$ cat src/rtl/spi_slave.sv
// SPI mode 0 slave with clk-domain synchronisers and an IDLE/ACTIVE FSM.
// Define SPI_SLAVE_LSB_FIRST_EN to shift both directions LSB first (default MSB first).
module spi_slave #(
  parameter int SYNC_STAGES = 2
) (
  input  logic       clk,
  input  logic       reset_n,
  input  logic       sclk,
  input  logic       cs_n,
  input  logic       mosi,
  output logic       miso,
  input  logic [7:0] tx_data,
  input  logic       tx_load,
  output logic [7:0] rx_data,
  output logic       rx_valid,
  output logic       busy
);

  typedef enum logic {IDLE, ACTIVE} state_t;

  state_t                 r_state;
  logic [SYNC_STAGES-1:0] r_sclkSync;
  logic [SYNC_STAGES-1:0] r_csSync;
  logic [SYNC_STAGES-1:0] r_mosiSync;
  logic                   r_sclkPrev;
  logic                   r_csPrev;
  logic [7:0]             r_shiftTx;
  logic [7:0]             r_shiftRx;
  logic [7:0]             r_txBuf;
  logic [7:0]             r_rxData;
  logic [2:0]             r_bitCnt;
  logic                   r_rxValid;
  logic                   r_busy;

  logic       w_sclkS;
  logic       w_csS;
  logic       w_mosiS;
  logic       w_sclkRise;
  logic       w_sclkFall;
  logic       w_csFall;
  logic       w_csRise;
  logic [7:0] w_txNext;
  logic [7:0] w_rxNext;
  logic [7:0] w_txShift;
  logic       w_txBit;

  assign w_sclkS    = r_sclkSync[SYNC_STAGES-1];
  assign w_csS      = r_csSync[SYNC_STAGES-1];
  assign w_mosiS    = r_mosiSync[SYNC_STAGES-1];
  assign w_sclkRise = w_sclkS & ~r_sclkPrev;
  assign w_sclkFall = ~w_sclkS & r_sclkPrev;
  assign w_csFall   = ~w_csS & r_csPrev;
  assign w_csRise   = w_csS & ~r_csPrev;
  // A strobe coinciding with a reload goes straight into the shifter
  assign w_txNext   = tx_load ? tx_data : r_txBuf;

`ifdef SPI_SLAVE_LSB_FIRST_EN
  assign w_rxNext  = {w_mosiS, r_shiftRx[7:1]};
  assign w_txShift = {1'b0, r_shiftTx[7:1]};
  assign w_txBit   = r_shiftTx[0];
`else
  assign w_rxNext  = {r_shiftRx[6:0], w_mosiS};
  assign w_txShift = {r_shiftTx[6:0], 1'b0};
  assign w_txBit   = r_shiftTx[7];
`endif

  assign miso     = (r_state == ACTIVE) & w_txBit;
  assign rx_data  = r_rxData;
  assign rx_valid = r_rxValid;
  assign busy     = r_busy;

  always_ff @(posedge clk or negedge reset_n) begin
    if (!reset_n) begin
      r_sclkSync <= '0;
      r_csSync   <= '1;
      r_mosiSync <= '0;
      r_sclkPrev <= 1'b0;
      r_csPrev   <= 1'b1;
    end else begin
      r_sclkSync <= {r_sclkSync[SYNC_STAGES-2:0], sclk};
      r_csSync   <= {r_csSync[SYNC_STAGES-2:0], cs_n};
      r_mosiSync <= {r_mosiSync[SYNC_STAGES-2:0], mosi};
      r_sclkPrev <= w_sclkS;
      r_csPrev   <= w_csS;
    end
  end

  always_ff @(posedge clk or negedge reset_n) begin
    if (!reset_n) begin
      r_state   <= IDLE;
      r_shiftTx <= 8'h00;
      r_shiftRx <= 8'h00;
      r_txBuf   <= 8'h00;
      r_rxData  <= 8'h00;
      r_bitCnt  <= 3'd0;
      r_rxValid <= 1'b0;
      r_busy    <= 1'b0;
    end else begin
      r_rxValid <= 1'b0;
      if (tx_load) r_txBuf <= tx_data;
      case (r_state)
        IDLE: begin
          if (w_csFall) begin
            r_state   <= ACTIVE;
            r_busy    <= 1'b1;
            r_shiftTx <= w_txNext;
            r_bitCnt  <= 3'd0;
          end
        end
        ACTIVE: begin
          if (w_csRise) begin
            r_state  <= IDLE;
            r_busy   <= 1'b0;
            r_bitCnt <= 3'd0;
          end else begin
            if (w_sclkRise) begin
              r_shiftRx <= w_rxNext;
              r_bitCnt  <= r_bitCnt + 3'd1;
              if (r_bitCnt == 3'd7) begin
                r_rxData  <= w_rxNext;
                r_rxValid <= 1'b1;
              end
            end
            // bit_cnt already wrapped to 0 means this fall starts a new byte
            if (w_sclkFall) begin
              if (r_bitCnt == 3'd0) r_shiftTx <= w_txNext;
              else                  r_shiftTx <= w_txShift;
            end
          end
        end
        default: r_state <= IDLE;
      endcase
    end
  end

endmodule

$ cat config.mk
export PLATFORM = sky130hd
export DESIGN_NAME = spi_slave
export DESIGN_NICKNAME = d
export VERILOG_FILES = /design/src/rtl/spi_slave.sv
export SDC_FILE = /design/constraint.sdc
export NUM_CORES = 1
export LEC_CHECK = 0
export CAP_MARGIN = 20
export CORE_AREA = 2 2 63 65
export DETAILED_ROUTE_END_ITERATION = 6
export DIE_AREA = 0 0 65 67
export PLACE_DENSITY = 0.73
export SYNTH_ARGS = -nofsm -noshare
export SYNTH_HDL_FRONTEND = slang
export SYNTH_SLANG_ARGS = --single-unit
$ cat constraint.sdc
create_clock -name clk -period 1.9 [get_ports clk]
set_input_delay 0.285 -clock clk [delete_from_list [all_inputs] [get_ports clk]]
set_output_delay 0.285 -clock clk [all_outputs]
set_load 0.005 [all_outputs]
==> impl_metrics.csv <==
group,metric,value,unit
sta,slew_violations,0,
sta,tns,0,ps
min_path,hold_class,"register to register",
run_status,outcome,"finished clean",
critical_path,critPathMaxFanout,12,
min_path,min_to,"r_mosiSync[1]",
grt,grt_max_degree,46,
sta,min_period,1720,ps
sta,finClkSkew,9.95,ps
place,pre_cts_ws,166,ps
detailed_routing,initialDrtViolationCount,81,
detailed_routing,wl_per_cell,14.4,microns
critical_path,crit_buf_inv,1,
critical_path,reg2regPathDepth,3,
yosys,yosys.area.top_type,"dfrtp_1",
detailed_routing,drc_errors,0,
critical_path,end_kind,"output pin",
critical_path,critPathMaxStageDelay,500,ps
critical_path,startpoint_type,"register",
layout,instances_no_fill,219,
clock_tree,cts_made_buffers,5,
yosys,syn_nets,159,
yosys,synth_fa_ha_area_share,1.99,%
yosys,syn_avg_cell_area,13.3,sq um
die,start_util,52.4,%
layout,fin_nets,187,
sta,max_freq,0.581,GHz
yosys,netlist_instances,142,
clock_tree,worstSkewPairLatency,300,ps
min_path,min_from,"r_mosiSync[0]",
sta,setup_violations,0,
detailed_routing,final_antenna_net_count,0,
clock_tree,root_buffer,"clkbuf_8",
yosys,netlist.area_leader.share,55.6,%
place,placed_cells,210,
die,rows,22,
sta,rsz0062_at_grt,"false",
sta,finalHoldViolations,0,
power_and_ir_drop,p_per_area,954,nW/um^2
layout,num_antenna_cells,0,
die,die_area,4360,sq um
place,io_buffers,24,
place,postPlaceCellArea,2180,sq um
yosys,synth-simple-area-share,5.43,%
sta,tightest_slew,380,ps
die,die_w,65,microns
detailed_routing,vias,1171,
sta,setup_ws,179,ps
clock_tree,clk_path_buf_depth,2,
sta,finalCritPeriodShare,90.6,%
die,pin_count,25,
yosys,synth_seq_area_share,59.8,%
critical_path,worstPathRequired,1620,ps
min_path,min_delay_path_depth,0,
grt,antenna_found_initial,0,
power_and_ir_drop,p_total,2.17,mW
critical_path,crit_type,"register to output pin",
power_and_ir_drop,p_leak,1.02,nW
yosys,synth_xor_area_share,0,%
critical_path,crit_slowest_cell,"dfrtp_2",
critical_path,regToRegSetupSlack,210,ps
critical_path,crit_family,"flip-flops",
clock_tree,cts_sinks,45,
layout,stdcell_area,2280,sq um
yosys,synth-compound-area-share,13.6,%
grt,overflow,0,
place,dp_hpwl,2.26,mm
power_and_ir_drop,ir_worst_vdd,0.000547,V
yosys,synth_area,1890,sq um
grt,track_usage,17.1,%
yosys,synth-warning-count,0,
clock_tree,clkTransAtPathRegs,80,ps
yosys,ys_top_cells_by_area,"dfrtp_1 (56%), mux2_1 (8.9%), mux2_2 (4.8%)",
layout,drive_above_1_share,17.0,%
grt,grt_pass1_vias,1227,
detailed_routing,drtPass1Iterations,4,
die,coreArea,3610,sq um
place,gp_congestion,0.716,
clock_tree,post_cts_buffers,0,
critical_path,crit_arrival,1440,ps
clock_tree,h-tree-depth,2,
clock_tree,cts_tree,"done",
yosys,synth_mux_area_share,14.2,%
critical_path,reg2reg_to,"r_shiftTx[7]",
critical_path,path_cells,"and2_1 -> clkdlybuf4s50_1",
sta,relSlewSlack,74.6,%
grt,grt_pass1_wl,5.55,mm
die,die_h,67,microns
detailed_routing,avgViaCountPerCell,5.35,
critical_path,timing.rr.start,"r_csPrev",
run,maxCapViolCount,0,
yosys,synth-seq-cells,45,
yosys,synth_top_family_by_area,"multiplexers",
layout,fillers,277,
layout,area_growth,20.5,%
detailed_routing,routed_wl,3.15,mm
yosys,synth.distinct_cells,33,
==> report_power, final <==
part | leakage (nW) | internal (mW) | switching (mW) | total, mW
Combinational | 0.419 | 0.195 | 0.185 | 0.380
Sequential | 0.560 | 1.12 | 0.0928 | 1.21
Clock | 0.0374 | 0.259 | 0.322 | 0.581
==> layout make-up <==
type                       instances  area [sq um]  share of cell area, %
timing repair buffer              31           303                   13.3
tap                               48          60.1                   2.64
clock buffer                       6          72.6                   3.19
inverter                           8          30.0                   1.32
sequential                        45          1130                   49.6
multi-input combinational         79           667                   29.3
clock inverter                     2          15.0                  0.659
==> cell usage in the layout (no fill, tap or decap), types with 2 or more instances in the layout <==
master | Yosys | final
a21oi_1 | 9 | 9
dfrtp_1 | 42 | 41
a211oi_1 | 6 | 6
nand2b_1 | 3 | 3
clkinvlp_4 | 0 | 2
mux2_2 | 8 | 8
clkbuf_8 | 0 | 5
nand4_1 | 3 | 3
dfstp_2 | 3 | 3
clkdlybuf4s50_1 | 0 | 23
o311ai_0 | 4 | 4
mux2_1 | 15 | 15
ha_1 | 3 | 3
inv_1 | 7 | 7
o31ai_1 | 10 | 10
o311ai_1 | 3 | 3
buf_4 | 0 | 5
==> layer usage <==
metal,global-route usage [%],wire (microns)
met5,0,0
met3,6.42,164
met4,5.32,41
met2,28.4,1530
met1,20.6,1420
==> timing repair <==
action | 4_1_cts | 5_1_grt
setup endpoints to repair | 0 | 1
hold buffers | 1 | 0
gates resized for setup | 0 | 1
hold endpoints to repair | 42 | 0
==> kinds of logic (layout without fill, tap and decap cells) <==
family / after synthesis / in the layout
AO/OA/AOI/OAI: 36 / 36
adder cells (fa/ha/maj): 3 / 3
buffers and inverters: 18 / 47
flip-flops: 45 / 45
multiplexers: 24 / 24
AND/OR/NAND/NOR: 16 / 16
==> worst max-delay path by stage <==
| stage | from | endpoint | slack [ps] | cells after the start |
|---|---|---|---|---|
| after detailed placement | tx_load | r_shiftTx[0] | 170 | 4 |
| after global routing | r_csPrev | r_shiftTx[6] | 100 | 3 |
| after floorplan | r_csPrev | r_shiftTx[1] | 360 | 5 |
| after CTS | r_state | miso | 30 | 2 |
| final | r_state | miso | 180 | 2 |
| after global placement | tx_load | r_shiftTx[0] | 210 | 4 |
==> synthesized netlist by cell type <==
library cell	count
buf_2	3
and3_1	1
mux2_1	15
o31ai_1	10
clkbuf_1	3
buf_6	3
nand2_1	1
nor2_1	1
nand4_1	3
inv_1	7
a211oi_1	6
and2_1	1
o311ai_0	4
and2b_1	1
nor3_1	1
nand2b_1	3
inv_2	1
o311ai_1	3
nand4_2	1
buf_1	1
or3b_1	1
ha_1	3
o21ai_0	1
nand3_1	1
a21oi_1	9
mux2_2	8
dfrtp_1	42
a21bo_2	1
dfstp_2	3
o21a_1	1
nor2b_1	1
mux2i_1	1
o31a_1	1
==> sequential cells by signal, summed over array words and instances, names as in the netlist <==
signal / cells
rx_valid: 1
r_csPrev: 1
r_shiftRx: 7
r_bitCnt: 3
r_csSync: 2
r_shiftTx: 8
r_state: 1
r_mosiSync: 2
busy: 1
r_sclkSync: 2
r_sclkPrev: 1
rx_data: 8
r_txBuf: 8
==> per-stage QoR <==
stage          util (%)  hold slack (ps)
6_report           63.2              353
5_1_grt            63.2              360
4_1_cts            63.2              355
3_5_place_dp       60.4              281
3_3_place_gp       60.4              276
2_1_floorplan         -            -10.6
Note: power is estimated with default switching activity, not from simulation.
